$ cat src/rtl/pulpino_usb_pkg.sv
// Shared types and constants for the USB <-> Pulpino byte/word movers.
// Both the read and the write side build on the same word geometry.
package pulpino_usb_pkg;

  localparam int BYTES_PER_WORD = 4;
  localparam int BYTE_W         = 8;
  localparam int WORD_W         = BYTES_PER_WORD * BYTE_W;

  typedef enum logic [1:0] {
    IDLE,
    COLLECT,
    PUBLISH,
    WAIT_ACK
  } rd_state_t;

  // Byte lane inside a word for the idx-th received byte.
  function automatic logic [1:0] byte_lane(input logic msb_first, input logic [1:0] idx);
    return msb_first ? (2'(BYTES_PER_WORD - 1) - idx) : idx;
  endfunction

endpackage

$ cat src/rtl/flicker_event_detect.sv
// Toggle-handshake receiver: an event is pending while the input flicker
// differs from its shadow; consume (or resync) copies the flicker into the shadow.
module flicker_event_detect (
  input  logic clk,
  input  logic resync_i,
  input  logic flicker_i,
  input  logic consume_i,
  output logic pending_o
);

  logic shadow_q;

  // Resync on reset swallows whatever toggle is outstanding at that moment.
  always_ff @(posedge clk) begin
    if (resync_i || consume_i) begin
      shadow_q <= flicker_i;
    end
  end

  assign pending_o = (flicker_i != shadow_q);

endmodule

$ cat src/rtl/dummy_pulpino_read.sv
// Assembles four channel bytes into a 32-bit word and hands each word to the
// Pulpino side over a toggle handshake.
//
//   state    | meaning
//   IDLE     | waiting for enable to start a new word
//   COLLECT  | consuming bytes into the assembly register
//   PUBLISH  | copying the assembled word out, toggling the word flicker
//   WAIT_ACK | holding the word until the consumer toggles its ack
module dummy_pulpino_read
  import pulpino_usb_pkg::*;
#(
  parameter bit MSB_FIRST = 1'b1
) (
  input  logic              clk,
  input  logic              reset_i,
  input  logic              enable,
  input  logic [BYTE_W-1:0] in_data,
  input  logic              did_byte_write_flicker,
  output logic              did_byte_read_flicker,
  output logic [WORD_W-1:0] out_word,
  output logic              did_word_write_flicker,
  input  logic              did_word_read_flicker,
  output logic              busy
);

  rd_state_t         state_q, state_d;
  logic [1:0]        count_q, count_d;
  logic [WORD_W-1:0] asm_q, asm_d;
  logic [WORD_W-1:0] out_word_q, out_word_d;
  logic              byte_ack_q, byte_ack_d;
  logic              word_flk_q, word_flk_d;
  logic              byte_pending, byte_consume;
  logic              ack_pending;
  logic [1:0]        lane;

  flicker_event_detect u_byte_evt (
    .clk       (clk),
    .resync_i  (reset_i),
    .flicker_i (did_byte_write_flicker),
    .consume_i (byte_consume),
    .pending_o (byte_pending)
  );

  // Ack shadow follows every cycle, so toggles outside WAIT_ACK are lost.
  flicker_event_detect u_ack_evt (
    .clk       (clk),
    .resync_i  (reset_i),
    .flicker_i (did_word_read_flicker),
    .consume_i (1'b1),
    .pending_o (ack_pending)
  );

  assign lane = byte_lane(MSB_FIRST, count_q);

  always_comb begin
    state_d      = state_q;
    count_d      = count_q;
    asm_d        = asm_q;
    out_word_d   = out_word_q;
    byte_ack_d   = byte_ack_q;
    word_flk_d   = word_flk_q;
    byte_consume = 1'b0;
    case (state_q)
      IDLE: begin
        if (enable) begin
          state_d = COLLECT;
          count_d = 2'd0;
          asm_d   = '0;
        end
      end
      COLLECT: begin
        if (byte_pending) begin
          asm_d[lane*BYTE_W +: BYTE_W] = in_data;
          byte_ack_d   = ~byte_ack_q;
          byte_consume = 1'b1;
          count_d      = count_q + 2'd1;
          if (count_q == 2'(BYTES_PER_WORD - 1)) begin
            state_d = PUBLISH;
          end
        end
      end
      PUBLISH: begin
        out_word_d = asm_q;
        word_flk_d = ~word_flk_q;
        state_d    = WAIT_ACK;
      end
      WAIT_ACK: begin
        if (ack_pending) begin
          state_d = IDLE;
        end
      end
      default: state_d = IDLE;
    endcase
  end

  always_ff @(posedge clk) begin
    if (reset_i) begin
      state_q    <= IDLE;
      count_q    <= 2'd0;
      asm_q      <= '0;
      out_word_q <= '0;
      byte_ack_q <= 1'b0;
      word_flk_q <= 1'b0;
    end else begin
      state_q    <= state_d;
      count_q    <= count_d;
      asm_q      <= asm_d;
      out_word_q <= out_word_d;
      byte_ack_q <= byte_ack_d;
      word_flk_q <= word_flk_d;
    end
  end

  assign out_word               = out_word_q;
  assign did_byte_read_flicker  = byte_ack_q;
  assign did_word_write_flicker = word_flk_q;
  assign busy                   = (state_q != IDLE);

endmodule

$ cat config.mk
export PLATFORM = sky130hd
export DESIGN_NAME = dummy_pulpino_read
export DESIGN_NICKNAME = d
export VERILOG_FILES = /design/src/rtl/pulpino_usb_pkg.sv /design/src/rtl/flicker_event_detect.sv /design/src/rtl/dummy_pulpino_read.sv
export SDC_FILE = /design/constraint.sdc
export NUM_CORES = 1
export LEC_CHECK = 0
export CORE_AREA = 2 2 81 83
export CTS_BUF_LIST = sky130_fd_sc_hd__clkbuf_2 sky130_fd_sc_hd__clkbuf_4 sky130_fd_sc_hd__clkbuf_8
export CTS_CLUSTER_SIZE = 8
export DETAILED_ROUTE_END_ITERATION = 10
export DIE_AREA = 0 0 83 85
export PLACE_DENSITY_LB_ADDON = 0.2
export REMOVE_ABC_BUFFERS = 1
export SLEW_MARGIN = 20
export SYNTH_ARGS = -nofsm -noshare
export SYNTH_HDL_FRONTEND = slang
export SYNTH_SLANG_ARGS = --single-unit
$ cat constraint.sdc
create_clock -name clk -period 2.1 [get_ports clk]
set_clock_uncertainty 0.15 [all_clocks]
set_input_delay 0.315 -clock clk [delete_from_list [all_inputs] [get_ports clk]]
set_output_delay 0.315 -clock clk [all_outputs]
set_load 0.005 [all_outputs]
# Word level (Yosys, flattened, before mapping)

Index checks and enable logic that the tools add are counted.

Register bits: 72
Input bits: 13
Logic and storage cells: 46

Equality and inequality tests: 10
Shift-type cells: 2
Add/sub/neg operators: 3
Bitwise logic cells: 2
Reduce and logical (&&, ||, !) cells: 7
Muxes and demuxes: 14

Operator list:

| operator                | number |
|---|---|
| $mux 32                 | 2 |
| $pmux 32 s2             | 1 |
| $neg 5->34              | 1 |
| $shift 8x34->32 const A | 1 |
| $shiftx 8x34->32        | 1 |
| $bwmux 32               | 1 |
| $mux 2                  | 6 |
| $ne 2x2->1 const B      | 4 |
| $pmux 2 s4              | 1 |
| $eq 2x2->1 const B      | 3 |
| $pmux 2 s2              | 1 |
| $reduce_and 4->1        | 1 |
| $reduce_bool 2->1       | 2 |
| $reduce_and 3->1        | 1 |
| $add 2x1->2 const B     | 1 |
| $eq 2x1->1 const B      | 1 |
| $logic_not 2->1         | 1 |
| $mux 1                  | 2 |
| $ne 1x1->1              | 2 |
| $not 1->1               | 2 |
| $reduce_and 2->1        | 1 |
| $sub 2x2->2 const A     | 1 |
| $logic_or 1x1->1        | 1 |

# Longest topological paths before layout

Gate-level depths: netlist of run 1.

Word-level depth: 6
Gate-level depth with buffers: 8
Mapped depth without buffers: 6

# Hierarchy

Synthesis of run 1 repeated with hierarchy kept, for this count alone.

Cells, all modules: 336
Area total of the unflattened synthesis: 3,216.8 um^2

Modules (own cells, without submodules):

| module               | sequential area each (um^2) | times used | area an instance (um^2) | cells an instance |
|---|---|---|---|---|
| dummy_pulpino_read   | 1,401.3                     | 1          | 3,126.7                 | 330 |
| flicker_event_detect | 30.0                        | 2          | 45.0                    | 3 |

# Least setup slack after synthesis of run 1

OpenSTA, ideal clock, no wires.

Path type: reg-to-reg
From: register count_q[0]
To: register asm_q[17]
Slack: 64 ps
Arrival time: 1,816 ps
Cell stages (with the launch flop): 7
Buffers on the path: 0
Setup time: 70 ps
Cell sequence: dfxtp_1 > inv_1 > ha_1 > nand3_1 > or3_1 > or4_1 > a21oi_1

Word-level cells in the longest chain between the ends: 6
Elaborated cells on any way between the ends: 7
Classes of those cells: add/sub (2); shift (2); mux (3)

RTL lines:

| what                                                | RTL line                  | source |
|---|---|---|
| start, declared                                     | dummy_pulpino_read.sv:27  | `logic [1:0] count_q, count_d;` |
| start signal, assigned                              | dummy_pulpino_read.sv:106 | `count_q <= count_d;` |
| $sub 2x2->2 *                                       | pulpino_usb_pkg.sv:18     | `return msb_first ? (2'(BYTES_PER_WORD - 1) - idx) : idx;` |
| $neg 5->34 *                                        | dummy_pulpino_read.sv:73  | `asm_d[lane*BYTE_W +: BYTE_W] = in_data;` |
| $shiftx 8x34->32 or $shift 8x34->32 (tied branches) | dummy_pulpino_read.sv:73  |  |
| $bwmux 32 *                                         | dummy_pulpino_read.sv:73  |  |
| $mux 32 *                                           | dummy_pulpino_read.sv:72  | `if (byte_pending) begin` |
| $pmux 32 s2 *                                       | dummy_pulpino_read.sv:63  | `case (state_q)` |
| end signal, assigned                                | dummy_pulpino_read.sv:107 | `asm_q <= asm_d;` |
| end, declared                                       | dummy_pulpino_read.sv:28  | `logic [WORD_W-1:0] asm_q, asm_d;` |

Mark *: on every way between the ends. The rest lies on a longest branch, timed or not. The select of a mux whose other input is x is not followed.
A chain may end at the register's enable or synchronous reset.

# Worst setup path after layout of run 1

From: register state_q[0]
To: output port busy

Word-level cells in the longest chain between the ends: 1

RTL lines:

| what                   | RTL line                  | source |
|---|---|---|
| start, declared        | dummy_pulpino_read.sv:26  | `rd_state_t state_q, state_d;` |
| start signal, assigned | dummy_pulpino_read.sv:105 | `state_q <= state_d;` |
| $reduce_bool 2->1      | dummy_pulpino_read.sv:117 | `assign busy = (state_q != IDLE);` |
| end, declared          | dummy_pulpino_read.sv:23  | `output logic busy` |

No other way between the ends.

==> results of run 1 <==
[metal layers]
| layer | wire length [um] | part of all wire, % |
|---|---|---|
| met5 | 0 | 0 |
| met2 | 3063 | 46 |
| met3 | 271 | 4.1 |
| met4 | 102 | 1.5 |
| met1 | 3203 | 48 |
[final timing paths]
path               from            to  slack [ns]
min             reset_i  out_word[24]        0.15
min reg2reg   asm_q[21]     asm_q[21]        0.33
max          state_q[0]          busy        0.02
max reg2reg  state_q[1]     asm_q[10]        0.09
[power by group]
group / switching (W) / internal, W
logic: 0.000758 / 0.000517
registers: 0.0000423 / 0.00143
clock network: 0.000508 / 0.000610
[cell type report]
cell class	count	share of cell area [%]
flip-flops and latches	72	37.16
clock buffers	11	3.863
inverters	15	1.437
repair buffers	74	17.69
multi-input cells	215	36.02
clock inverters	5	1.373
well taps	77	2.458
[placed cells by master (no fill, tap or decap), drive strengths merged, types with 3 or more instances in the layout]
master          n
mux2i          32
ha              9
nand4          22
o41ai           4
clkbuf         11
nor2b           3
inv            16
or4             7
clkdlybuf4s50  46
nand2           3
nand3           3
nor2           41
buf            28
xnor2           4
o21ai          39
a21oi          35
dfxtp          71
nand2b          3
[worst max-delay path: cells and delay by family (launching register included)]
kind                       cells  cell delay (ns)
buffers and inverters          3             0.69
DFF                            1             0.36
adders and majority gates      1             0.23
[registers in the layout, indices dropped and copies added (netlist names)]
name and flops:
u_byte_evt.shadow_q 1, u_ack_evt.shadow_q 1, did_word_write_flicker 1, did_byte_read_flicker 1, count_q 2, asm_q 32
out_word 32, state_q 2
[cell families (layout without fill, tap and decap cells)]
kind of cell             Yosys count  after routing  synth area share, %
buffers and inverters             35            105                4.842
XOR/XNOR                           5              5                1.726
adder cells (fa/ha/maj)            9              9                3.790
AO/OA/AOI/OAI                     83             83                15.16
flip-flops                        72             72                48.84
multiplexers                      32             32                10.78
AND/OR/NAND/NOR                   86             86                14.86
[through the flow]
step | setup slack, ns | hold WS, ns | std cells | area, um2
2_1_floorplan | -0.7891 | 0.1927 | 302 | 2884
3_3_place_gp | -0.01053 | 0.3131 | 453 | 3680
3_5_place_dp | -0.08918 | 0.3202 | 453 | 3680
4_1_cts | 0.007942 | 0.1529 | 469 | 3894
5_1_grt | -0.04404 | 0.1683 | 469 | 3919
6_report | 0.02238 | 0.1518 | 469 | 3919
==> results by group, run 1 <==
Yosys
  – Syn Area/Cell: between 9 and 10 um2
  – Share of the synthesized area in the top cell type: between 40% and 50%
  – Most common cell in the synthesized netlist: dfxtp_1
  – Sequential-to-total area share from yosys stat: 48.84%
  – Mapped Area: ~0.0030 mm2
  – FFs w/ async S/R, synth: 0%
  – Top post-synthesis cells by area: dfxtp_1 (48%), mux2i_1 (11%), o21ai_0 (6.4%)
  – Number of flops mapped to enable cells by yosys: 1
  – Gate Count Post-Synth: around 320
  – Main synth FF type: dfxtp_1
  – Synth cell count leaders: dfxtp_1 (71), nor2_1 (41), o21ai_0 (38)
  – Yosys reg bits: a little over 70
  – Distinct cells, synth: 31
  – Synth warn: 0
  – Yosys top cell by area: dfxtp_1

GRT
  – Met1 Resource Use GR: a little over a quarter
  – Met3 Resource Use GR: a little over 4%
  – First-pass GRT wire length: between 10 and 15 mm
  – Congestion Overflow GR: 0
  – Largest net degree at the start of global routing: 44
  – Initial antenna violation count: 0
  – Vias in the first global route: roughly 2,200
  – Global routing met2 resource utilization: a little under 30%
  – GRT busiest layer: met2
  – GR Util All Layers: a little under a fifth

Final layout
  – Layout cells sized above 1: 15.56%
  – Fillers: 530
  – N_diodes: 0
  – Area Growth Syn to Fin: 31.87%
  – NumNets Final: roughly 400
  – Multi-input gate area: 0.001411 mm2
  – Final Core Density: 63.16%
  – Register area: 0.001456 mm2

Floorplan
  – Core ar.: 0.006205 mm2
  – DIE AREA: roughly 0.007 mm2
  – Ports: 48
  – Die width: about 83 um
  – Initial Util: between 40% and 50%
  – Die Height: ~85 um
  – Row cnt: 29

Timing
  – Total negative slack: 0 ns
  – Worst Max-Slew Pin Slew: around 0.54 ns
  – RSZ-0062 raised after global routing: yes
  – Final Cycle Share: a little over nine tenths
  – Setup violators final: 0
  – Normalized max-slew margin: 63.78%
  – Hold Violations, Final: 0
  – Slew Limit Fails: 0
  – Fmax achieved: a little under 0.5 GHz
  – Post-layout min period: about 2.1 ns

CTS
  – Sink Count: 72
  – CTS Buf Count: 9
  – Post-cts resize count: 3
  – Post-CTS Setup Inserts: 0
  – CTS tree: yes
  – Clk Latency, worst-skew pair: between 0.3 and 0.4 ns
  – CTS max path bufs: 2
  – Clk Tree Root Cell: clkbuf_8
  – # H-tree levels: 3
  – CTS Hold Buffers Added: 0
  – Clk slew on worst S/H paths: ~0.07 ns

Worst setup path
  – Worst path slowest cell: clkdlybuf4s50_1
  – CP dominant cell by count: inv_1
  – Crit path capture type: output pin
  – Crit-path max FO: 4
  – CP arrival: ~1.6 ns
  – R2r worst-path depth: 7
  – Critical path startpoint category: flip-flop
  – CP max stage delay: ~0.51 ns
  – Crit Path Class: reg -> out
  – WP data required: around 1.6 ns
  – Crit-path cells: inv_1, ha_2, inv_1, clkdlybuf4s50_1

Hold path
  – Worst hold path class: in -> reg
  – Hold path cells: 2

Placement
  – Gp weighted congestion: 0.8371
  – DP HPWL: 4.527 mm
  – IO Port Bufs: 47

Drt
  – Via-to-Cell Ratio: around 5.4
  – Drt pass-1 iters: 4
  – WL final: around 6.6 mm
  – Via count: roughly 2,500
  – Post-route DRC: 0
  – Post-route ant nets: 0
  – Drt first-iter violations: 131
  – DR WL/cell: about 14 um

Power
  – Lkg Pwr: between 1 and 1.5 nW
  – Peak supply drop: between 0.6 and 0.7 mV
  – Final Power: about 0.0039 W
  – PwrDens: ~1000 mW/mm2

Flow run
  – Max-cap violations: 0

Run status
  – Status: finished clean
No activity file was read; power rests on OpenSTA's default activity.
==> run 2: changes to the inputs <==
==> constraint.sdc (replaced) <==
create_clock -name clk -period 2.1 [get_ports clk]
set_clock_uncertainty 0.15 [all_clocks]
set_input_delay 0.21 -clock clk [delete_from_list [all_inputs] [get_ports clk]]
set_output_delay 0.21 -clock clk [all_outputs]
set_load 0.005 [all_outputs]
==> run 2 against run 1 <==
  * Clock-buffer cell count did not move
  * Sequential share of layout area rose by 0.22 points
  * Design area fell by 0.67%
  * Die area did not move
  * Cell count fell by 0.21%
  * Worst setup slack improved by 0.062 ns
  * Fmax rose by 3.1%
  * Non-clock buffer count fell by 1
  * Combinational power fell by 3%
  * Sequential cell count did not move
  * Clock power barely moved
  * Critical path depth did not move
==> results by group, run 2 (same netlist as run 1, synthesis figures left out) <==
Drt
  – WL final: 6.756 mm (+1.7%)
  – Via count: 2,502 (-1.3%)
  – Via-to-Cell Ratio: 5.346 (-1.1%)
  – DR WL/cell: 14.44 um (+2.0%)
  – Drt pass-1 iters: 4 (unchanged)
  – Drt first-iter violations: 174 (+33%)
  – Post-route ant nets: 0 (unchanged)
  – Post-route DRC: 0 (unchanged)

GRT
  – Vias in the first global route: 2,315 (+4.4%)
  – GR Util All Layers: 19.56% (+0.50 points)
  – Congestion Overflow GR: 0 (unchanged)
  – Initial antenna violation count: 0 (unchanged)
  – First-pass GRT wire length: 11.05 mm (+2.4%)
  – Largest net degree at the start of global routing: 40 (-9.1%)

Final layout
  – Layout cells sized above 1: 15.86% (+0.30 points)
  – Commonest non-fill, non-tap cell in the layout: dfxtp_1
  – Most frequent cells in the layout: dfxtp_1 (68), clkdlybuf4s50_1 (46), nor2_1 (41), o21ai_0 (36)
  – Final non-filler cell area: 0.003892 mm2 (-0.67%)
  – N_diodes: 0 (unchanged)
  – NumNets Final: 408 (-0.24%)
  – Area Growth Syn to Fin: 30.99%

CTS
  – CTS max path bufs: 2 (unchanged)
  – CTS Buf Count: 9 (unchanged)
  – CTS tree: yes
  – Sink Count: 72 (unchanged)
  – Clk Latency, worst-skew pair: 0.34 ns (about the same)
  – Clk slew on worst S/H paths: 0.07 ns (about the same)
  – Post-CTS Setup Inserts: 0 (unchanged)
  – Clk Tree Root Cell: clkbuf_8
  – # H-tree levels: 3 (unchanged)

Timing
  – Hold Violations, Final: 0 (unchanged)
  – Final Cycle Share: 95.97% (-3.0 points)
  – Worst Max-Slew Pin Slew: 0.4200 ns (-0.1176 ns)
  – Worst Setup Slack, final: 0.08453 ns (+0.06215 ns)
  – Post-layout min period: 2.015 ns (-0.06215 ns)
  – Slew Limit Fails: 0 (unchanged)
  – Setup violators final: 0 (unchanged)
  – Fmax achieved: 0.4962 GHz (+3.1%)
  – Normalized max-slew margin: 72.00% (+8.2 points)

Floorplan
  – Die width: 83 um (unchanged)
  – Ports: 48 (unchanged)
  – Row cnt: 29 (unchanged)
  – DIE AREA: 0.007055 mm2 (unchanged)
  – Die Height: 85 um (unchanged)
  – Initial Util: 47.89% (unchanged)
  – Core ar.: 0.006205 mm2 (unchanged)

Hold path
  – Worst hold path class: in -> reg

Placement
  – Dpl ws: -0.02809 ns (+0.06108 ns)
  – IO Port Bufs: 47 (unchanged)
  – Gp weighted congestion: 0.8890 (+6.2%)
  – DP HPWL: 4.565 mm (+0.85%)
  – Area post-placement: 0.003647 mm2 (-0.88%)

Flow run
  – Max-cap violations: 0 (unchanged)

Power
  – PwrDens: 980.6 mW/mm2 (-0.58%)
  – Peak supply drop: 0.7248 mV (+6.4%)
  – Lkg Pwr: 1.388 nW (-0.54%)

Worst setup path
  – Critical path startpoint category: flip-flop
  – WP data required: 1.74 ns (+0.11 ns)
  – Crit path capture type: output pin
  – Crit Path Class: reg -> out
  – CP arrival: 1.66 ns (+0.05 ns)
  – Crit-path max FO: 4 (unchanged)

Run status
  – Status: finished clean
run 2: changes by cell type in the layout (fill, tap and decap cells not counted), sizes merged:
cell,previous run,this run
buf,28,27
run 2: path summary, 6_finish.rpt:
check	from	endpoint	slack [ns]	cells past startpoint
max	state_q[1]	busy	0.08	4
min	reset_i	out_word[29]	0.07	2
max reg2reg	state_q[1]	asm_q[25]	0.12	7
min reg2reg	asm_q[13]	asm_q[13]	0.33	2
run 2: repair_timing:
item / in CTS / in global routing
setup endpoints to repair: 0 / 34
endpoints found under the hold margin: 0 / 0
hold buffers: 0 / 0
resized for setup: 0 / 12
run 2: layout make-up:
| cell class | count | area, um2 |
|---|---|---|
| sequential | 72 | 1455 |
| clock inverter | 5 | 53.80 |
| clock buffer | 11 | 151.4 |
| fill | 529 | 2312 |
| tap | 77 | 96.34 |
| multi-input combinational | 215 | 1419 |
| timing repair buffer | 73 | 660.6 |
| inverter | 15 | 56.30 |
run 2: where the power goes:
part,total [W],switching [W],internal [W]
clock network,0.00111,0.000505,0.000610
logic,0.00123,0.000755,0.000480
registers,0.00147,0.0000390,0.00143
run 2: worst max-delay path, cell delays in order, from the launching register on:
cell and delay (ns):
dfxtp_1 0.36, inv_1 0.09, ha_2 0.23, inv_1 0.12
clkdlybuf4s50_1 0.52
run 2: stage by stage:
stage               total power [W]  util (%)  setup TNS [ns]  cells  hold slack, ns
detailed placement         0.002666     58.78        -0.08882    452          0.3176
floorplan                  0.002166         -          -29.27    302         0.08772
global placement           0.002650     58.78               0    452          0.3115
finish                     0.003817     62.73               0    468         0.06522
global route               0.004006     62.73       -0.005514    468         0.08164
CTS                        0.003779     62.09               0    468         0.06513
run 2: metal layers:
layer  GRT usage [%]  share of wire [%]
met1           27.59                 51
met2           28.52                 43
met3           3.405                3.5
met4           10.73                2.2
met5               0                  0
